## src/rtl/io_pkg.sv

```systemverilog
// Shared io-block types and timing constants (LED stretcher, button debounce).
package io_pkg;

  typedef enum logic [1:0] {IDLE, ON, GAP} blink_state_t;

  localparam int unsigned CLK_HZ_DEFAULT = 50000000;
  localparam int unsigned BLINK_10MS     = CLK_HZ_DEFAULT / 100;

endpackage

```

## src/rtl/led_pulse_stretch.sv

```systemverilog
// Stretches single-cycle event strobes into distinct LED blinks with a
// guaranteed on-time and off-gap; events arriving mid-blink are queued.
module led_pulse_stretch
  import io_pkg::*;
#(
  parameter int unsigned CLK_HZ     = CLK_HZ_DEFAULT,
  parameter int unsigned ON_CYCLES  = CLK_HZ / 100,
  parameter int unsigned OFF_CYCLES = CLK_HZ / 100,
  parameter int unsigned PEND_W     = 4
) (
  input  logic              clk,
  input  logic              rst_n,
  input  logic              event_i,
  input  logic              clr_ovf_i,
  output logic              led_o,
  output logic              busy_o,
  output logic [PEND_W-1:0] pending_o,
  output logic              overflow_o
);

  localparam int unsigned MAX_CYCLES = (ON_CYCLES > OFF_CYCLES) ? ON_CYCLES : OFF_CYCLES;
  localparam int unsigned TW         = (MAX_CYCLES < 2) ? 1 : $clog2(MAX_CYCLES + 1);
  localparam logic [TW-1:0] T_ON     = TW'(ON_CYCLES - 1);
  localparam logic [TW-1:0] T_OFF    = TW'(OFF_CYCLES - 1);
  localparam logic [PEND_W-1:0] PEND_FULL = {PEND_W{1'b1}};

  blink_state_t      state_q, state_d;
  logic [TW-1:0]     timer_q, timer_d;
  logic [PEND_W-1:0] pend_q, pend_d;
  logic              ovf_q, ovf_d;
  logic              led_q, led_d;
  logic              busy_q, busy_d;

  logic timer_done_c;
  logic enq_c;
  logic deq_c;
  logic drop_c;

  assign timer_done_c = (timer_q == '0);

  // Next-state: blink sequencing, pending queue and sticky overflow.
  always_comb begin
    state_d = state_q;
    timer_d = timer_q;
    pend_d  = pend_q;
    ovf_d   = ovf_q;
    enq_c   = 1'b0;
    deq_c   = 1'b0;
    drop_c  = 1'b0;

    case (state_q)
      IDLE: begin
        if (event_i) begin
          state_d = ON;
          timer_d = T_ON;
        end
      end
      ON: begin
        enq_c = event_i;
        if (timer_done_c) begin
          state_d = GAP;
          timer_d = T_OFF;
        end else begin
          timer_d = timer_q - TW'(1);
        end
      end
      GAP: begin
        if (timer_done_c) begin
          if (pend_q != '0) begin
            state_d = ON;
            timer_d = T_ON;
            deq_c   = 1'b1;
            enq_c   = event_i;
          end else if (event_i) begin
            // Empty queue: the coincident event is consumed directly.
            state_d = ON;
            timer_d = T_ON;
          end else begin
            state_d = IDLE;
          end
        end else begin
          timer_d = timer_q - TW'(1);
          enq_c   = event_i;
        end
      end
      default: begin
        state_d = IDLE;
        timer_d = '0;
      end
    endcase

    if (deq_c && !enq_c) begin
      pend_d = pend_q - PEND_W'(1);
    end else if (enq_c && !deq_c) begin
      if (pend_q == PEND_FULL) begin
        drop_c = 1'b1;
      end else begin
        pend_d = pend_q + PEND_W'(1);
      end
    end

    if (drop_c) begin
      ovf_d = 1'b1;
    end else if (clr_ovf_i) begin
      ovf_d = 1'b0;
    end

    led_d  = (state_d == ON);
    busy_d = (state_d != IDLE);
  end

  always_ff @(posedge clk or negedge rst_n) begin
    if (!rst_n) begin
      state_q <= IDLE;
      timer_q <= '0;
      pend_q  <= '0;
      ovf_q   <= 1'b0;
      led_q   <= 1'b0;
      busy_q  <= 1'b0;
    end else begin
      state_q <= state_d;
      timer_q <= timer_d;
      pend_q  <= pend_d;
      ovf_q   <= ovf_d;
      led_q   <= led_d;
      busy_q  <= busy_d;
    end
  end

  assign led_o      = led_q;
  assign busy_o     = busy_q;
  assign pending_o  = pend_q;
  assign overflow_o = ovf_q;

endmodule

```

## config.mk

```make
export PLATFORM = sky130hd
export DESIGN_NAME = led_pulse_stretch
export DESIGN_NICKNAME = d
export VERILOG_FILES = /design/src/rtl/io_pkg.sv /design/src/rtl/led_pulse_stretch.sv
export SDC_FILE = /design/constraint.sdc
export NUM_CORES = 1
export LEC_CHECK = 0
export CAP_MARGIN = 20
export CORE_MARGIN = 1
export CORE_UTILIZATION = 35
export DETAILED_ROUTE_END_ITERATION = 16
export GPL_ROUTABILITY_DRIVEN = 0
export MAX_ROUTING_LAYER = met4
export PLACE_DENSITY_LB_ADDON = 0.25
export SYNTH_ARGS = -nofsm -noshare
export SYNTH_HDL_FRONTEND = slang
export SYNTH_SLANG_ARGS = --single-unit
```

## constraint.sdc

```tcl
create_clock -name clk -period 6 [get_ports clk]
set_input_delay 0.9 -clock clk [delete_from_list [all_inputs] [get_ports clk]]
set_output_delay 0.9 -clock clk [all_outputs]
set_load 0.02 [all_outputs]
```

After elaboration in Yosys (flattened, before gate mapping)
Index checks and enable logic that the tools add are counted.
{"block": "classes", "n_addsub": 3, "eq_ne": 5, "mux": 25, "n_reduce_logical": 11}
{"operator": "$mux W19", "n": 4}
{"operator": "$pmux W19 S3", "n": 1}
{"operator": "$logic_not A19 Y1", "n": 1}
{"operator": "$sub A19 B1 Y19 const B", "n": 1}
{"operator": "$mux W1", "n": 12}
{"operator": "$mux W4", "n": 3}
{"operator": "$mux W2", "n": 3}
{"operator": "$pmux W2 S3", "n": 1}
{"operator": "$reduce_bool A2 Y1", "n": 3}
{"operator": "$add A4 B1 Y4 const B", "n": 1}
{"operator": "$eq A2 B1 Y1 const B", "n": 2}
{"operator": "$eq A4 B4 Y1 const B", "n": 1}
{"operator": "$reduce_bool A4 Y1", "n": 1}
{"operator": "$sub A4 B1 Y4 const B", "n": 1}
{"operator": "$eq A2 B2 Y1 const B", "n": 1}
{"operator": "$logic_and A1 B1 Y1", "n": 2}
{"operator": "$logic_not A1 Y1", "n": 2}
{"operator": "$logic_not A2 Y1", "n": 1}
{"operator": "$ne A2 B2 Y1 const B", "n": 1}
{"operator": "$pmux W1 S2", "n": 1}
{"operator": "$reduce_and A2 Y1", "n": 1}
{"block": "totals", "reg_bits": 28}

Longest topological paths before layout
Gate-level depths: netlist of run 1.
{"block": "depth", "word_depth": 9, "depth_mapped": 14, "depth_no_buf": 13}

Worst setup path after synthesis of run 1
Ideal clock, no wire load.
{"block": "synth_path", "path_kind": "register -> register", "from": "register timer_q[0]", "to": "register pend_q[3] (netlist: pending_o[3])", "setup_time_ps": 131, "t_arrival_ps": 3246, "t_required_ps": 5869, "slack_ps": 2623, "path_stages_with_launch": 15, "path_buffers": 2, "path_cell_list": "dfrtp_1 > inv_1 > ha_1 > or4b_4 > buf_6 > or4_4 > buf_6 > nor4_1 > ha_1 > ha_1 > a21o_1 > a21oi_1 > xnor2_1 > nand2_1 > xnor2_1"}
{"block": "synth_between", "elab_chain_cells": 7}
{"element": "start: declaration", "line_no": "led_pulse_stretch.sv:28", "text": "logic [TW-1:0] timer_q, timer_d;"}
{"element": "start signal: assignment", "line_no": "led_pulse_stretch.sv:122", "text": "timer_q <= timer_d;"}
{"element": "$logic_not A19 Y1 (*)", "line_no": "led_pulse_stretch.sv:39", "text": "assign timer_done_c = (timer_q == '0);"}
{"element": "$mux W1", "line_no": "led_pulse_stretch.sv:68", "text": "if (timer_done_c) begin"}
{"element": "$pmux W1 S2 or $mux W1 (tied branches)", "line_no": "led_pulse_stretch.sv:51", "text": "case (state_q)"}
{"element": "$logic_not A1 Y1, on equally long branches", "line_no": "led_pulse_stretch.sv:92, led_pulse_stretch.sv:94"}
{"element": "$logic_and A1 B1 Y1, on equally long branches", "line_no": "led_pulse_stretch.sv:92, led_pulse_stretch.sv:94"}
{"element": "$ne A2 B2 Y1 (no line) or $reduce_bool A2 Y1 (tied branches)"}
{"element": "$reduce_and A2 Y1 (no line)"}
{"element": "end signal: assignment", "line_no": "led_pulse_stretch.sv:123", "text": "pend_q <= pend_d;"}
{"element": "end: declaration", "line_no": "led_pulse_stretch.sv:29", "text": "logic [PEND_W-1:0] pend_q, pend_d;"}
Mark *: on every way between the ends. The rest lies on a longest branch, timed or not.
A chain may end at the register's enable or synchronous reset.

Final worst setup path of run 1
Ends and elaborated chain as after synthesis.

==> results of run 1 <==
==> cell usage after synthesis (3+ instances only) <==
| cell type | instances |
|---|---|
| dfrtp_1 | 28 |
| nor2_1 | 17 |
| o21ai_0 | 17 |
| a21oi_1 | 14 |
| inv_1 | 14 |
| nor4_1 | 10 |
| or3_1 | 10 |
| ha_1 | 9 |
| a21o_1 | 8 |
| clkbuf_1 | 8 |
| nand2_1 | 7 |
| nor3_1 | 5 |
| or4_1 | 4 |
| a211oi_1 | 3 |
| a31oi_1 | 3 |
| buf_6 | 3 |
| nand4_1 | 3 |
| xnor2_1 | 3 |
| xor2_1 | 3 |
==> metrics by stage <==
step | instances | power [mW] | setup slack, ns
detailed placement | 283 | 0.819 | 2.53
CTS | 287 | 0.945 | 2.52
finish | 287 | 0.944 | 2.53
global placement | 283 | 0.817 | 2.62
floorplan | 214 | 0.686 | 2.62
global route | 287 | 1.03 | 2.29
==> report_power, final <==
group	switching, mW	leakage, nW	internal [mW]
registers	0.0880	0.345	0.261
clock network	0.0632	0.0288	0.0590
logic	0.270	0.516	0.202
total	0.422	0.890	0.522
==> per-layer routing <==
metal	part of all wire (%)	GRT usage, %
met5	0	-
met4	1.2	4.62
met3	3.0	3.47
met2	45	25.2
met1	50	24.3
==> cell usage in the layout, fill, tap and decap left out, types with 3 or more instances in the layout <==
master / n
a211oi_1: 3
a21o_1: 8
a21oi_1: 14
a31oi_1: 3
clkbuf_8: 4
clkdlybuf4s50_1: 10
dfrtp_1: 28
ha_1: 9
inv_1: 14
nand2_1: 7
nand4_1: 3
nor2_1: 17
nor3_1: 5
nor4_1: 10
o21ai_0: 17
or3_1: 10
or4_1: 4
xnor2_1: 3
xor2_1: 3
==> registers in the layout (all words and copies together), names as in the netlist <==
name	cells
busy_o	1
led_o	1
overflow_o	1
pending_o	4
state_q	2
timer_q	19
==> path summary, 6_finish.rpt <==
path	end	depth (start not counted)	slack, ns
setup / recovery	pending_o[3]	12	2.53
hold / removal	overflow_o	2	0.53
setup reg to reg	pending_o[3]	12	2.53
hold reg to reg	overflow_o	2	0.53
max in group asynchronous	busy_o	2	4.73
min in group asynchronous	timer_q[11]	2	0.99
==> cell families after synthesis <==
family                   Yosys count  share of synthesized area, %
flip-flops                        28                          36.4
AO/OA/AOI/OAI                     70                          24.6
buffers and inverters             26                          6.24
multiplexers                       3                          1.63
AND/OR/NAND/NOR                   71                          21.5
adder cells (fa/ha/maj)           10                          6.89
XOR/XNOR                           6                          2.73
==> cell type report <==
type                    instances  area, µm²  area share (%)
inverters                      14       52.6            2.49
flip-flops and latches         28        701            33.3
clock buffers                   4       55.1            2.61
repair buffers                 11        108            5.11
well taps                      70       87.6            4.16
multi-input cells             160       1100            52.4
==> worst reg2reg max path: cells and delay by family (launching register included) <==
kind	cells	cell delay [ns]
AO/OA/AOI/OAI	2	0.33
AND/OR/NAND/NOR	4	1.49
buffers and inverters	1	0.09
adder cells (fa/ha/maj)	3	0.76
flip-flops	1	0.42
XOR/XNOR	2	0.26
==> results.toml, run 1 <==
[floorplan]
start_util_pct = 37.0
top_level_ports = 11
die_width_um = 76.2
placementRows = 26
fp.dieArea_um2 = 5800
design.core.area_um2 = 5200
height_of_the_die_um = 76.2

[layout]
area_growth_pct = 9.49
final_cell_area_um2 = 2110
final_core_util_pct = 40.5
drive_above_1_share_pct = 7.37
n_fill_cell = 553
antenna_cells = 0
nets = 232

[clock_network]
post_cts.resized_instances = 0
cts_inserted_buffers = 3
ctsLongestPathBuffers = 2
clk_pin_slew_ns = 0.10
clock_insertion_delay_worst_skew_ns = 0.28
cts.sink_count = 28
ctsHtreeMaxLevel = 1
clock_tree_root = "clkbuf_8"
tritoncts = "built"
hold_buffers = 0
cts.repair_timing.setup_buffer_count = 0

[run]
max-cap-violations = 0

[route]
detailroute.via_count = 1623
avg_vias_per_cell = 5.66
route.antenna.remaining_nets = 0
route.detailed.drc = 0
drt_first_pass_iters = 4
wirelength_um = 4460
routed_wire_length_per_instance_um = 15.6
drt_iter0_markers = 120

[power_and_ir_drop]
powerDensity_nw_per_um2 = 448
leakage_power_nw = 0.890
peakVddDrop_v = 0.000234

[yosys]
ys_seq_elements = 28
yosysSeqAreaShare_pct = 36.4
synth.distinct_cells = 51
async_flop_share_pct = 100
syn-mean-instance-area_um2 = 8.99
netlist.area_leader.share_pct = 36.4
synth_warnings = 0
syn_nets = 228
yosys-top-cells-area = "dfrtp_1 36%, ha_1 5.9%, o21ai_0 4.4%"
synth_top_area_cell = "dfrtp_1"
synth_edf_count = 0
mapped_cells = 214
ys_dominant_reg_cell = "dfrtp_1"
synthesis.area_um2 = 1920

[worst_hold_path]
worstHoldPathType = "flop to flop"
min-delay-start = "overflow_o"

[setup_path]
path_cells = "inv_1 -> ha_1 -> or4b_4 -> or4_4 -> nor4_1 -> ha_1 -> ha_1 -> a21o_1 -> a21oi_1 -> xnor2_1 -> nand2_1 -> xnor2_1"
buffers_plus_inverters_on_the_worst_setup_path = 1
max_stage_delay_ns = 0.57
critical_path_launch_point = "timer_q[0]"
path_class = "flop to flop"
worst_r2r_startpoint = "timer_q[0]"
crit_fanout = 9
timing.critical_path.slowest_stage_cell = "or4_4"
path_delay_family = "simple AND/OR/NAND/NOR gates"
data_required_time_of_the_critical_path_ns = 6.18
critPathLaunchType = "flop"
timing.critical_path.to_type = "flop"
critical-path-top-cell-by-count = "ha_1"
worst_ep_arrival_time_ns = 3.64

[placement]
numPortBuffers = 10
postPlaceCellArea_um2 = 2050
dp_hpwl_um = 3220

[sta]
worstMarginPinSlew_ns = 0.927
min_period_ns = 3.47
max_clock_freq_mhz = 289
setup-tns-final_ns = 0
setup_viol = 0
final_hold_slack_ns = 0.528
timing_max_transition_violations_final = 0
rsz_0062_raised_after_global_routing = "false"
report.final.hold_viol_count = 0
skew_ns = 0.00594
layout_worst_path_cycle_share_pct = 57.8
max-slew-margin-rel_pct = 37.6

[global_routing]
via_count_of_the_first_global_routing_pass = 1565
grt_start_max_net_pins = 29
track_usage_pct = 17.3
globalRoute.totalOverflow = 0
antenna_found_initial = 0
grt_pass1_wl_um = 7870

[status]
result_of_the_run = "finished, final reports clean"
(Power assumes the default switching activity.)
==> inputs of run 2 (changes only) <==
==> constraint.sdc (replaced) <==
create_clock -name clk -period 3 [get_ports clk]
set_input_delay 0.45 -clock clk [delete_from_list [all_inputs] [get_ports clk]]
set_output_delay 0.45 -clock clk [all_outputs]
set_load 0.02 [all_outputs]
==> run 2 against run 1 <==
Non-clock buffer count is 22 higher. Clock skew is 0.0028 ns lower. Worst setup slack worse by 2.5 ns. Fmax is 17% higher. Register-to-register slack worse by 2.5 ns. Sequential cell count stayed put. Critical path depth stayed put. First-iteration DRC count is 3.3% higher. Die area stayed put. Routed wire length is 9.7% higher. Count of clock-buffer cells in the layout is 1 lower. Via count is 8.5% higher. Critical path type unchanged.
==> results.toml, run 2 (synthesized netlist as in run 1, its figures left out) <==
[setup_path]
crit_fanout = 3
worst_r2r_startpoint = "timer_q[0]"
critPathLaunchType = "flop"
data_required_time_of_the_critical_path_ns = 3.18
max_stage_delay_ns = 0.50
timing.critical_path.slowest_stage_cell = "or4b_4"
critical_path_cell_count = 12
timing.critical_path.to_type = "flop"
worst_ep_arrival_time_ns = 3.14
critical_path_launch_point = "timer_q[0]"
worstSetupEndpoint = "pending_o[3]"
worst-r2r-setup-slack_ns = 0.04
path_delay_family = "simple AND/OR/NAND/NOR gates"
path_class = "flop to flop"
r2r-end = "pending_o[3]"
worstRegToRegCells = 12
path_cells = "inv_2 -> ha_4 -> or4b_4 -> or4_4 -> nor4_4 -> ha_2 -> buf_4 -> ha_4 -> a21oi_2 -> xnor2_1 -> nand2_1 -> xnor2_1"
buffers_plus_inverters_on_the_worst_setup_path = 2

[clock_network]
tritoncts = "built"
clock_insertion_delay_worst_skew_ns = 0.28
hold_buffers = 0
cts_inserted_buffers = 3
cts.sink_count = 28
ctsLongestPathBuffers = 2
clock_tree_root = "clkbuf_8"
clk_pin_slew_ns = 0.10
ctsHtreeMaxLevel = 1

[placement]
number_of_cells_after_detailed_placement = 300
preCtsSetupSlack_ns = -0.0541
dp_hpwl_um = 3460
numPortBuffers = 10

[floorplan]
fp.dieArea_um2 = 5800
placementRows = 26
die_width_um = 76.2
start_util_pct = 37.0
design.core.area_um2 = 5200
top_level_ports = 11
height_of_the_die_um = 76.2

[route]
route.layer.met1.wl_um = 2420
detailroute.via_count = 1761
route.antenna.remaining_nets = 0
avg_vias_per_cell = 5.72
route.detailed.drc = 0
routed_wire_length_per_instance_um = 15.9
wl_met2_um = 2250
drt_first_pass_iters = 4
maxUsedRoutingLayer = "met4"
met3_wirelength_um = 160
wirelength_um = 4900
drt_iter0_markers = 124

[layout]
antenna_cells = 0
final_core_util_pct = 44.9
largest_register_ffs = 19
largest-register = "timer_q"
drive_above_1_share_pct = 20.2
nets = 254
layout_common_cells = "28 x dfrtp_1, 23 x buf_4, 17 x nor2_1, 17 x o21ai_0, 13 x a21oi_1"
layout_commonest_cell = "dfrtp_1"
area_growth_pct = 21.5
instances_no_fill = 308

[global_routing]
antenna_found_initial = 0
grt_start_max_net_pins = 29
grt_pass1_wl_um = 8200
track_usage_pct = 18.1
globalRoute.totalOverflow = 0
via_count_of_the_first_global_routing_pass = 1662

[power_and_ir_drop]
leakage_power_nw = 0.989
powerDensity_nw_per_um2 = 888
peakVddDrop_v = 0.000459

[sta]
skew_ns = 0.00316
max_clock_freq_mhz = 338
rsz_0062_raised_after_global_routing = "true"
worstMarginPinSlew_ns = 0.714
setup_viol = 0
timing_max_transition_violations_final = 0
report.final.hold_viol_count = 0
max-slew-margin-rel_pct = 52.2
layout_worst_path_cycle_share_pct = 98.7
final_critical_path_setup_slack_ns = 0.0397
setup-tns-final_ns = 0
min_period_ns = 2.96
final_hold_slack_ns = 0.527

[run]
max-cap-violations = 0

[worst_hold_path]
worstHoldPathType = "flop to flop"

[status]
result_of_the_run = "finished, final reports clean"
## run 2: cell types whose count changed in the layout (fill, tap and decap cells not counted), moves of 2 or more
cell / change
buf_4: +22
ha_1: -4
ha_4: +3
inv_1: -2
inv_2: +2
nor4_4: +2
## run 2: area by class of cell
class                           instances  area [µm²]
Fill cell                             519        2870
Multi-Input combinational cell        160        1180
Timing Repair Buffer                   33         273
Inverter                               14        52.6
Sequential cell                        28         701
Tap cell                               70        87.6
Clock buffer                            3        41.3
## run 2: power breakdown
part	total [mW]	switching [mW]	internal [mW]
Combinational	1.18	0.632	0.547
Clock	0.217	0.126	0.0908
Sequential	0.678	0.157	0.521
Total	2.07	0.915	1.16
## run 2: through the flow
step	power (mW)	area, µm²
after floorplan	1.39	1950
after global placement	1.76	2210
after detailed placement	1.77	2210
after CTS	2.04	2310
after global routing	2.25	2340
final	2.07	2340
## run 2: worst min-delay path: stages (launching register included)
cell,delay (ns)
dfrtp_1,0.39
inv_1,0.05
o21ai_0,0.06
## run 2: timing repair
action | in CTS | in global routing
setup buffers | 2 | 3
pin swaps | 7 | 5
resized for setup | 8 | 1
setup endpoints to repair | 1 | 3
## run 2: how the worst min path moves through the flow
stage,startpoint,endpoint,slack [ns],cells past startpoint
floorplan,rst_n,busy_o,0.15,0
global route,overflow_o,overflow_o,0.58,2
CTS,overflow_o,overflow_o,0.54,2
finish,overflow_o,overflow_o,0.53,2
global placement,overflow_o,overflow_o,0.51,2
detailed placement,overflow_o,overflow_o,0.52,2
## run 2: layer usage
layer	GRT usage, %	up-vias
met5	-	-
met4	5.38	0
met3	2.99	7
met2	28.1	35
met1	24.2	873
li1	-	846
==> inputs of run 3 (changes only) <==
--- a/config.mk
+++ b/config.mk
@@ -7,11 +7,12 @@
 export LEC_CHECK = 0
 export CAP_MARGIN = 20
 export CORE_MARGIN = 1
-export CORE_UTILIZATION = 35
+export CORE_UTILIZATION = 42
 export DETAILED_ROUTE_END_ITERATION = 16
 export GPL_ROUTABILITY_DRIVEN = 0
 export MAX_ROUTING_LAYER = met4
 export PLACE_DENSITY_LB_ADDON = 0.25
+export SETUP_SLACK_MARGIN = 0.4
 export SYNTH_ARGS = -nofsm -noshare
 export SYNTH_HDL_FRONTEND = slang
 export SYNTH_SLANG_ARGS = --single-unit
==> run 3 against run 2 <==
Count of clock-buffer cells in the layout is the same. Clock power shrank 3%. Largest cell class unchanged. Routed wire length shrank 2.5%. Sequential cell count is the same. Critical path type unchanged.
==> results.toml, run 3 (synthesized netlist as in run 1, its figures left out) <==
[status]
result_of_the_run = "finished, final reports clean"

[power_and_ir_drop]
total_power_mw = 2.06
powerDensity_nw_per_um2 = 889
peakVddDrop_v = 0.000480
leakage_power_nw = 0.982

[route]
drt_first_pass_iters = 4
route.antenna.remaining_nets = 0
avg_vias_per_cell = 5.90
detailroute.via_count = 1699
wirelength_um = 4780
drt_iter0_markers = 137
routed_wire_length_per_instance_um = 16.6
route.detailed.drc = 0

[layout]
nets = 252
largest-register = "timer_q"
antenna_cells = 0
layout_common_cells = "28 x dfrtp_1, 20 x buf_4, 17 x o21ai_0, 16 x nor2_1, 13 x a21oi_1"
instances_no_fill = 288
largest_register_ffs = 19
final_cell_area_um2 = 2320
area_growth_pct = 20.6
final_core_util_pct = 52.9
drive_above_1_share_pct = 19.9
layout_commonest_cell = "dfrtp_1"

[clock_network]
clock_tree_root = "clkbuf_8"
clk_pin_slew_ns = 0.10
cts_inserted_buffers = 3
ctsHtreeMaxLevel = 1
clock_insertion_delay_worst_skew_ns = 0.28
tritoncts = "built"
ctsLongestPathBuffers = 2
cts.sink_count = 28
hold_buffers = 0

[sta]
report.final.hold_viol_count = 0
rsz_0062_raised_after_global_routing = "true"
worstMarginPinSlew_ns = 0.714
layout_worst_path_cycle_share_pct = 96.5
max-slew-margin-rel_pct = 52.2
timing_max_transition_violations_final = 0
skew_ns = 0.00405
setup_viol = 0
min_period_ns = 2.90
max_clock_freq_mhz = 345
final_critical_path_setup_slack_ns = 0.104

[placement]
postPlaceCellArea_um2 = 2210
preCtsSetupSlack_ns = -0.0219
number_of_cells_after_detailed_placement = 283
numPortBuffers = 10
dp_hpwl_um = 3430

[global_routing]
via_count_of_the_first_global_routing_pass = 1645
grt_start_max_net_pins = 29
antenna_found_initial = 0
grt_pass1_wl_um = 8250
track_usage_pct = 21.8
globalRoute.totalOverflow = 0

[run]
max-cap-violations = 0

[setup_path]
worst_ep_arrival_time_ns = 3.06
path_class = "flop to flop"
timing.critical_path.to_type = "flop"
data_required_time_of_the_critical_path_ns = 3.17
critPathLaunchType = "flop"
crit_fanout = 3

[floorplan]
height_of_the_die_um = 69.7
design.core.area_um2 = 4380
fp.dieArea_um2 = 4860
die_width_um = 69.7
placementRows = 24
start_util_pct = 43.9
top_level_ports = 11

[worst_hold_path]
worstHoldPathType = "flop to flop"
## run 3: cell types whose count changed in the layout (fill, tap and decap cells not counted), sizes merged
cell / delta
buf: -2
## run 3: report_power, final
group | switching [mW] | internal (mW)
Sequential | 0.166 | 0.521
Combinational | 0.622 | 0.543
Clock | 0.120 | 0.0904
## run 3: critical path: stages (launching register included)
cell	delay [ns]
dfrtp_1	0.40
inv_2	0.08
ha_4	0.13
or4b_4	0.49
or4_4	0.46
nor4_4	0.23
ha_4	0.21
ha_4	0.19
a21o_1	0.16
a21oi_2	0.12
xnor2_1	0.12
nand2_1	0.07
xnor2_1	0.12
## run 3: metal layers
layer / global-route usage, % / routed length [µm] / up-vias / part of all wire, %
li1: - / - / 844 / -
met1: 30.3 / 2290 / 810 / 48
met2: 34.3 / 2250 / 41 / 47
met3: 2.33 / 194 / 4 / 4.1
met4: 5.33 / 42 / 0 / 0.88
met5: - / 0 / - / 0
## run 3: cell type report
class	count	area [µm²]
repair buffers	31	262
inverters	14	52.6
well taps	52	65.1
flip-flops and latches	28	701
multi-input cells	160	1200
clock buffers	3	41.3
fillers	412	2060
## run 3: what timing repair did
| item | 4_1_cts | 5_1_grt |
|---|---|---|
| endpoints found under the setup margin | 3 | 5 |
| gates cloned | 0 | 0 |
| pin swaps | 9 | 3 |
| resized for setup | 8 | 2 |
| setup buffers | 2 | 0 |
## run 3: through the flow
| step | hold WS (ns) | setup TNS (ns) |
|---|---|---|
| finish | 0.528 | 0 |
| global route | 0.590 | -0.0160 |
| CTS | 0.540 | 0 |
| detailed placement | 0.529 | -0.0219 |
| global placement | 0.516 | 0 |
| floorplan | 0.154 | -0.318 |
## run 3: path summary, 6_finish.rpt
| check | from | to | slack (ns) | cells past startpoint |
|---|---|---|---|---|
| hold reg to reg | overflow_o | overflow_o | 0.53 | 2 |
| setup reg to reg | timer_q[0] | pending_o[3] | 0.10 | 12 |
| min in group asynchronous | rst_n | timer_q[8] | 0.55 | 2 |
| max in group asynchronous | rst_n | timer_q[16] | 2.17 | 2 |
| setup / recovery | timer_q[0] | pending_o[3] | 0.10 | 12 |
| hold / removal | overflow_o | overflow_o | 0.53 | 2 |
